==> src/rtl/d_sramlike_bridge_pkg.sv <==
// Shared types and constants for the data-side SRAM-like bridge.
package d_sramlike_bridge_pkg;

    // Handshake FSM states (2-bit encoding).
    typedef enum logic [1:0] {
        S_IDLE      = 2'd0,
        S_WAIT_ADDR = 2'd1,
        S_WAIT_DATA = 2'd2,
        S_DONE      = 2'd3
    } state_e;

    // SRAM-like transfer size codes.
    localparam logic [1:0] SIZE_B = 2'b00;
    localparam logic [1:0] SIZE_H = 2'b01;
    localparam logic [1:0] SIZE_W = 2'b10;

endpackage

==> src/rtl/d_sramlike_bridge_wen2size.sv <==
// Maps the decoder's byte write-enable pattern to an SRAM-like size code.
module wen2size
    import d_sramlike_bridge_pkg::*;
(
    input  logic [3:0] wen_i,
    output logic [1:0] size_o
);

    // One-hot -> byte, aligned pair -> half; anything else is treated as a word.
    always_comb begin
        size_o = SIZE_W;
        case (wen_i)
            4'b1111:                            size_o = SIZE_W;
            4'b0011, 4'b1100:                   size_o = SIZE_H;
            4'b0001, 4'b0010, 4'b0100, 4'b1000: size_o = SIZE_B;
            default:                            size_o = SIZE_W;
        endcase
    end

endmodule

==> src/rtl/d_sramlike_bridge.sv <==
// Data-side bridge: turns one M-stage access into exactly one SRAM-like
// transaction, stalls until data_ok, and holds the result through other stalls.
module d_sramlike_bridge
    import d_sramlike_bridge_pkg::*;
(
    input  logic        clk,
    input  logic        rst,
    input  logic        mem_en,
    input  logic [3:0]  mem_wen,
    input  logic [1:0]  load_size,
    input  logic [31:0] mem_addr,
    input  logic [31:0] mem_wdata,
    input  logic        longest_stall,
    output logic [31:0] mem_rdata,
    output logic        d_stall,
    output logic        data_req,
    output logic        data_wr,
    output logic [1:0]  data_size,
    output logic [31:0] data_addr,
    output logic [31:0] data_wdata,
    input  logic        data_addr_ok,
    input  logic        data_data_ok,
    input  logic [31:0] data_rdata
);

    state_e      state_q;
    logic        wr_q;
    logic [1:0]  size_q;
    logic [31:0] addr_q;
    logic [31:0] wdata_q;
    logic [31:0] rdata_q;

    logic [1:0]  st_size;
    logic        live_wr;
    logic [1:0]  live_size;
    logic        in_idle;
    logic        data_hit;

    wen2size u_wen2size (
        .wen_i  (mem_wen),
        .size_o (st_size)
    );

    assign live_wr   = |mem_wen;
    assign live_size = live_wr ? st_size : load_size;
    assign in_idle   = (state_q == S_IDLE);
    assign data_hit  = (state_q == S_WAIT_DATA) && data_data_ok;

    // Live fields on the first request cycle, registered copies afterwards so
    // the bus sees stable values while addr_ok is pending.
    assign data_req   = ~rst & ((in_idle & mem_en) | (state_q == S_WAIT_ADDR));
    assign data_wr    = in_idle ? live_wr   : wr_q;
    assign data_size  = in_idle ? live_size : size_q;
    assign data_addr  = in_idle ? mem_addr  : addr_q;
    assign data_wdata = in_idle ? mem_wdata : wdata_q;

    // Stall drops on the data_ok cycle and stays low while parked in DONE.
    assign d_stall   = ~rst & mem_en & (state_q != S_DONE) & ~data_hit;
    assign mem_rdata = rst ? 32'h0 : (data_hit ? data_rdata : rdata_q);

    // Handshake FSM plus request field and read-data capture.
    always_ff @(posedge clk) begin
        if (rst) begin
            state_q <= S_IDLE;
            wr_q    <= 1'b0;
            size_q  <= 2'b00;
            addr_q  <= 32'h0;
            wdata_q <= 32'h0;
            rdata_q <= 32'h0;
        end else begin
            case (state_q)
                S_IDLE: begin
                    if (mem_en) begin
                        wr_q    <= live_wr;
                        size_q  <= live_size;
                        addr_q  <= mem_addr;
                        wdata_q <= mem_wdata;
                        state_q <= data_addr_ok ? S_WAIT_DATA : S_WAIT_ADDR;
                    end
                end
                S_WAIT_ADDR: begin
                    if (data_addr_ok) state_q <= S_WAIT_DATA;
                end
                S_WAIT_DATA: begin
                    if (data_data_ok) begin
                        rdata_q <= data_rdata;
                        state_q <= longest_stall ? S_DONE : S_IDLE;
                    end
                end
                S_DONE: begin
                    if (!longest_stall) state_q <= S_IDLE;
                end
                default: state_q <= S_IDLE;
            endcase
        end
    end

endmodule
==> config.mk <==
export PLATFORM = sky130hd
export DESIGN_NAME = d_sramlike_bridge
export DESIGN_NICKNAME = d
export VERILOG_FILES = /design/src/rtl/d_sramlike_bridge_pkg.sv /design/src/rtl/d_sramlike_bridge_wen2size.sv /design/src/rtl/d_sramlike_bridge.sv
export SDC_FILE = /design/constraint.sdc
export NUM_CORES = 1
export LEC_CHECK = 0
export BUFFER_PORTS_ARGS = -buffer_cell sky130_fd_sc_hd__buf_2
export CORE_UTILIZATION = 49
export CTS_BUF_LIST = sky130_fd_sc_hd__clkbuf_8
export DETAILED_ROUTE_END_ITERATION = 10
export PLACE_DENSITY = 0.91
export SLEW_MARGIN = 20
export SYNTH_ARGS = -nofsm -noshare
export SYNTH_HDL_FRONTEND = slang
export SYNTH_SLANG_ARGS = --single-unit
export TNS_END_PERCENT = 10
==> constraint.sdc <==
create_clock -name clk -period 1.75 [get_ports clk]
set_input_delay 0.35 -clock clk [delete_from_list [all_inputs] [get_ports clk]]
set_output_delay 0.35 -clock clk [all_outputs]
set_load 0.05 [all_outputs]
# After elaboration in Yosys (flattened, before gate mapping)
# Index checks and enable logic that the tools add are counted.
dict set report word_totals {
  ff_bits 101
  in_bits 108
  output_inout_bits 101
  word_cells 51
}
dict set report classes {
  eq_ne 14
  n_mux 15
  bitwise_logic 8
  reduce_logical 8
}
# operator count
set op_table {}
lappend op_table {{32-bit two-way mux} 4}
lappend op_table {{2-bit two-way mux} 8}
lappend op_table {{2-bit inequality test, second input constant} 5}
lappend op_table {{4-bit by 2-bit == test with 1-bit output, second input constant} 2}
lappend op_table {{4-bit == test, second input constant} 2}
lappend op_table {{2-bit case mux with 4 select lines} 1}
lappend op_table {{4-bit OR reduction} 2}
lappend op_table {{1-bit bitwise AND} 5}
lappend op_table {{2-bit == test, second input constant} 2}
lappend op_table {{4-bit by 1-bit == test with 1-bit output, second input constant} 1}
lappend op_table {{4-bit by 3-bit == test with 1-bit output, second input constant} 1}
lappend op_table {{2-bit case mux with 2 select lines} 1}
lappend op_table {{2-bit AND reduction} 2}
lappend op_table {{4-bit AND reduction} 1}
lappend op_table {{2-bit by 1-bit == test with 1-bit output, second input constant} 1}
lappend op_table {{2-bit zero test} 1}
lappend op_table {{1-bit inverter} 2}
lappend op_table {{2-bit OR reduction} 1}
lappend op_table {{1-bit logical AND} 1}
lappend op_table {{1-bit two-way mux} 1}
lappend op_table {{1-bit OR} 1}

# Logic depth before layout (Yosys ltp)
dict set report logic_depth {
  ltp_word 5
  mapped_depth 6
  mapped_depth_nobuf 3
}

# Modules after synthesis
# A second synthesis with hierarchy kept.
dict set report unflattened {
  hier_cells 567
  hier_area_um2 4620.7
}
# mod n_inst cells_per_inst area_each_um2 seq_area_each_um2
set modules_own_cells {}
lappend modules_own_cells {d_sramlike_bridge 1 562 4585.6 2021.9}
lappend modules_own_cells {wen2size 1 5 35.0 0.0}

# Worst setup path before layout
# Ideal clock, no wire load.
dict set report synth_path {
  kind {input to output}
  from {input rst}
  to {output data_req}
  t_arrival_ns 1.813
  t_required_ns 1.400
  path_slack_ns -0.413
  stages 3
  path_buffers 2
  cell_sequence {clkbuf_1 -> clkbuf_1 -> nor3_1}
}
dict set report synth_via {
  elab_chain_cells 2
}
# item line_no
set synth_rtl {}
lappend synth_rtl {{start: declaration} d_sramlike_bridge.sv:7} ;# input logic rst,
lappend synth_rtl {{1-bit inverter} d_sramlike_bridge.sv:51} ;# assign data_req = ~rst & ((in_idle & mem_en) | (state_q == S_WAIT_ADDR));
lappend synth_rtl {{1-bit bitwise AND} d_sramlike_bridge.sv:51}
lappend synth_rtl {{end: declaration} d_sramlike_bridge.sv:16} ;# output logic data_req,
# No other way between the ends.

# Final worst setup path
dict set report layout_path {
  from {register state_q[1]}
  to {output data_addr[2]}
}
dict set report layout_via {
  elab_chain_cells 2
}
# item line_no
set layout_rtl {}
lappend layout_rtl {{start: declaration} d_sramlike_bridge.sv:26} ;# state_e state_q;
lappend layout_rtl {{start signal: assignment} d_sramlike_bridge.sv:78} ;# state_q <= data_addr_ok ? S_WAIT_DATA : S_WAIT_ADDR;
lappend layout_rtl {{start signal: assignment} d_sramlike_bridge.sv:87} ;# state_q <= longest_stall ? S_DONE : S_IDLE;
lappend layout_rtl {{2-bit zero test} d_sramlike_bridge.sv:46} ;# assign in_idle = (state_q == S_IDLE);
lappend layout_rtl {{32-bit two-way mux} d_sramlike_bridge.sv:54} ;# assign data_addr = in_idle ? mem_addr : addr_q;
lappend layout_rtl {{end: declaration} d_sramlike_bridge.sv:19} ;# output logic [31:0] data_addr,
# No other way between the ends.

==> impl_metrics.toml <==
[outcome]
status = "complete, but fails checks"
violations = "setup timing"

[critical_path]
critPathTopFamily = "buffers and inverters"
path_max_fanout = 6
required_ns = 1.40
crit_type = "register to output port"
path_buf_inv = 3
crit_cells = 5
crit_slowest_cell = "dfxtp_4"
arrival_ns = 1.76
r2r_cells = 5
end_kind = "output port"
cp_cell_sequence = "nor2_4, buf_12, clkbuf_16, mux2_2, buf_6"
cpPeakStageDelay_ns = 0.38
cp-start-kind = "register"

[route]
firstDrtPassIters = 4
dr.first_iter.drc_count = 174
ant_nets = 0
drc = 0
wl_per_cell_um = 17.2
viasPerCell = 5.55
wl_mm = 15.3
dr_total_vias = 4919

[clocking]
clockBufferDepth = 2
root_buffer = "clkbuf_8"
cts_tree = "done"
clkTransAtPathRegs_ns = 0.10
insertion_delay_ns = 0.35
clkSinkCount = 101
cts_inserted_buffers = 9
cts_max_level = 3

[synth]
postSynthCellCount = 565
synth_top_area_share_pct = 43.7
synth_nets = 673
synth_area_leaders = "dfxtp_1 44%, mux2_2 16%, nand2_1 16%"
ys_top_cells_by_count = "192 x nand2_1, 133 x a21oi_1, 101 x dfxtp_1"
synth_xor_xnor_area_share_pct = 0
ys.flop_type = "dfxtp_1"
synth_warnings = 0
synth-compound-area-share_pct = 15.8
synth_area_per_cell_um2 = 8.20
synth_area_um2 = 4630
async_reset_ff_share_pct = 0
ys_seq_area_share_pct = 43.7
synthSimpleGateAreaFrac_pct = 18.6
synth_fa_ha_area_share_pct = 0
synth_top_family_by_area = "simple AND/OR/NAND/NOR gates"
synth_mux_area_share_pct = 15.6
synth_edf_count = 0
netlist.top_cell.by_area = "dfxtp_1"
synth_cell_type_count = 24
yosysMostFrequentCell = "nand2_1"
synth_seq_cells = 101

[global_route]
grt_start_max_net_pins = 63
grt_pass1_vias = 4749
grt_usage_pct = 28.5
antenna_found_initial = 0
grt_first_pass_wirelength_mm = 22.5
overflow = 0

[pwr]
p_clk_share_pct = 21.9
internal_power_mw = 4.00
p_switching_mw = 2.36
swShare_pct = 37.1
ir_drop_v = 0.000424
p_seq_share_pct = 39.3
p_per_area_nw_per_um2 = 903
pwr-share-comb_pct = 38.8
p_leak_nw = 3.01
power_mw = 6.36

[sta]
rsz0062_at_grt = "yes"
fin_skew_ns = 0.0139
finalHoldViolCount = 0
slew_headroom_pct = 73.0
setup_tns_ns = -26.99
worstMarginPinSlew_ns = 0.402
period_share_pct = 120
fmax_mhz = 474
period_needed_ns = 2.11
setup_violations = 100
whs_ns = 0.232
timing.final.ws_setup_ns = -0.358
finalMaxSlewViolations = 0

[cells_and_area]
syn_to_final_growth_pct = 52.1
antennaDiodeCount = 0
drive_gt1_share_pct = 45.8
layout.nets = 878
fin_util_pct = 76.6

[flow_run]
maxCapViolations = 0

[floorplanning]
dieArea_um2 = 9850
core.rowCount = 35
dieHeight_um = 99.2
die_width_um = 99.2
ioPinCount = 209
core-area_um2 = 9200
initial_core_util_pct = 50.4

[worst_hold_path]
min_path_cells = 3
hold_path.class = "primary input to register"

[placement]
dp.final_hpwl_mm = 8.41
io_buffers = 208
pre_cts_slack_ns = -0.0890
place_congestion = 0.798
power by group through the flow:
stage / clock, mW / combinational (mW) / sequential [mW]
finish: 1.39 / 2.47 / 2.50
global route: 1.54 / 2.57 / 2.52
floorplan: 0 / 1.49 / 2.52
global placement: 0 / 1.89 / 2.54
CTS: 1.43 / 2.35 / 2.49
detailed placement: 0 / 1.91 / 2.55
through the flow:
step                      cell area, um2  instances
after detailed placement            5900        863
after floorplan                     4740        565
after CTS                           6870        885
final                               7040        886
after global placement              5900        863
after global routing                7040        886
flip-flops by register name, indices dropped and copies added, names as in the netlist:
register  cells
rdata_q      32
wr_q          1
wdata_q      32
state_q       2
size_q        2
addr_q       32
per-layer routing:
metal / up-vias / global-route usage [%] / wire [um]
met5: - / 0 / 0
met4: 0 / 12.0 / 379
met3: 36 / 9.14 / 1260
met2: 246 / 51.5 / 7940
met1: 2332 / 30.5 / 5680
li1: 2305 / - / -
what timing repair did:
item / CTS / global route
hold buffers: 0 / 0
buffers inserted: 3 / 0
resized for setup: 215 / 39
pin swaps: 3 / 1
gates cloned: 3 / 1
endpoints found under the setup margin: 101 / 101
cells by family after synthesis:
group                  after synthesis
AND/OR/NAND/NOR                    213
AO/OA/AOI/OAI                      142
flip-flops                         101
multiplexers                        64
buffers and inverters               45
final cells by class:
class	instances	area, um2
multi-input combinational	419	2550
sequential	101	2030
clock buffer	10	138
tap	111	139
fill	565	2150
clock inverter	6	45.0
timing repair buffer	239	2150
worst register-to-register path: cells and delay by family, from the launching register on:
family,cells,cell delay [ns]
flops,1,0.38
buf+inv,2,0.36
simple gates,2,0.69
compound gates,1,0.10
final timing paths:
| kind | from | to | slack, ns |
|---|---|---|---|
| max | state_q[1] | data_addr[2] | -0.36 |
| min | mem_addr[0] | addr_q[0] | 0.23 |
| max reg2reg | state_q[1] | addr_q[12] | 0.10 |
| min reg2reg | wdata_q[27] | wdata_q[27] | 0.46 |
placed cells by master (no fill, tap or decap), types with 9 or more instances in the layout:
cell / netlist / layout
dfxtp_1: 101 / 99
clkbuf_8: 0 / 10
buf_2: 15 / 106
nand2_1: 192 / 192
a21oi_1: 133 / 105
buf_4: 3 / 23
buf_8: 0 / 11
buf_12: 0 / 10
a21oi_4: 0 / 9
buf_6: 13 / 83
mux2_2: 64 / 51
nor2_1: 10 / 10
mux2_4: 0 / 13
a21oi_2: 0 / 19
No activity file was read; power rests on OpenSTA's default activity.
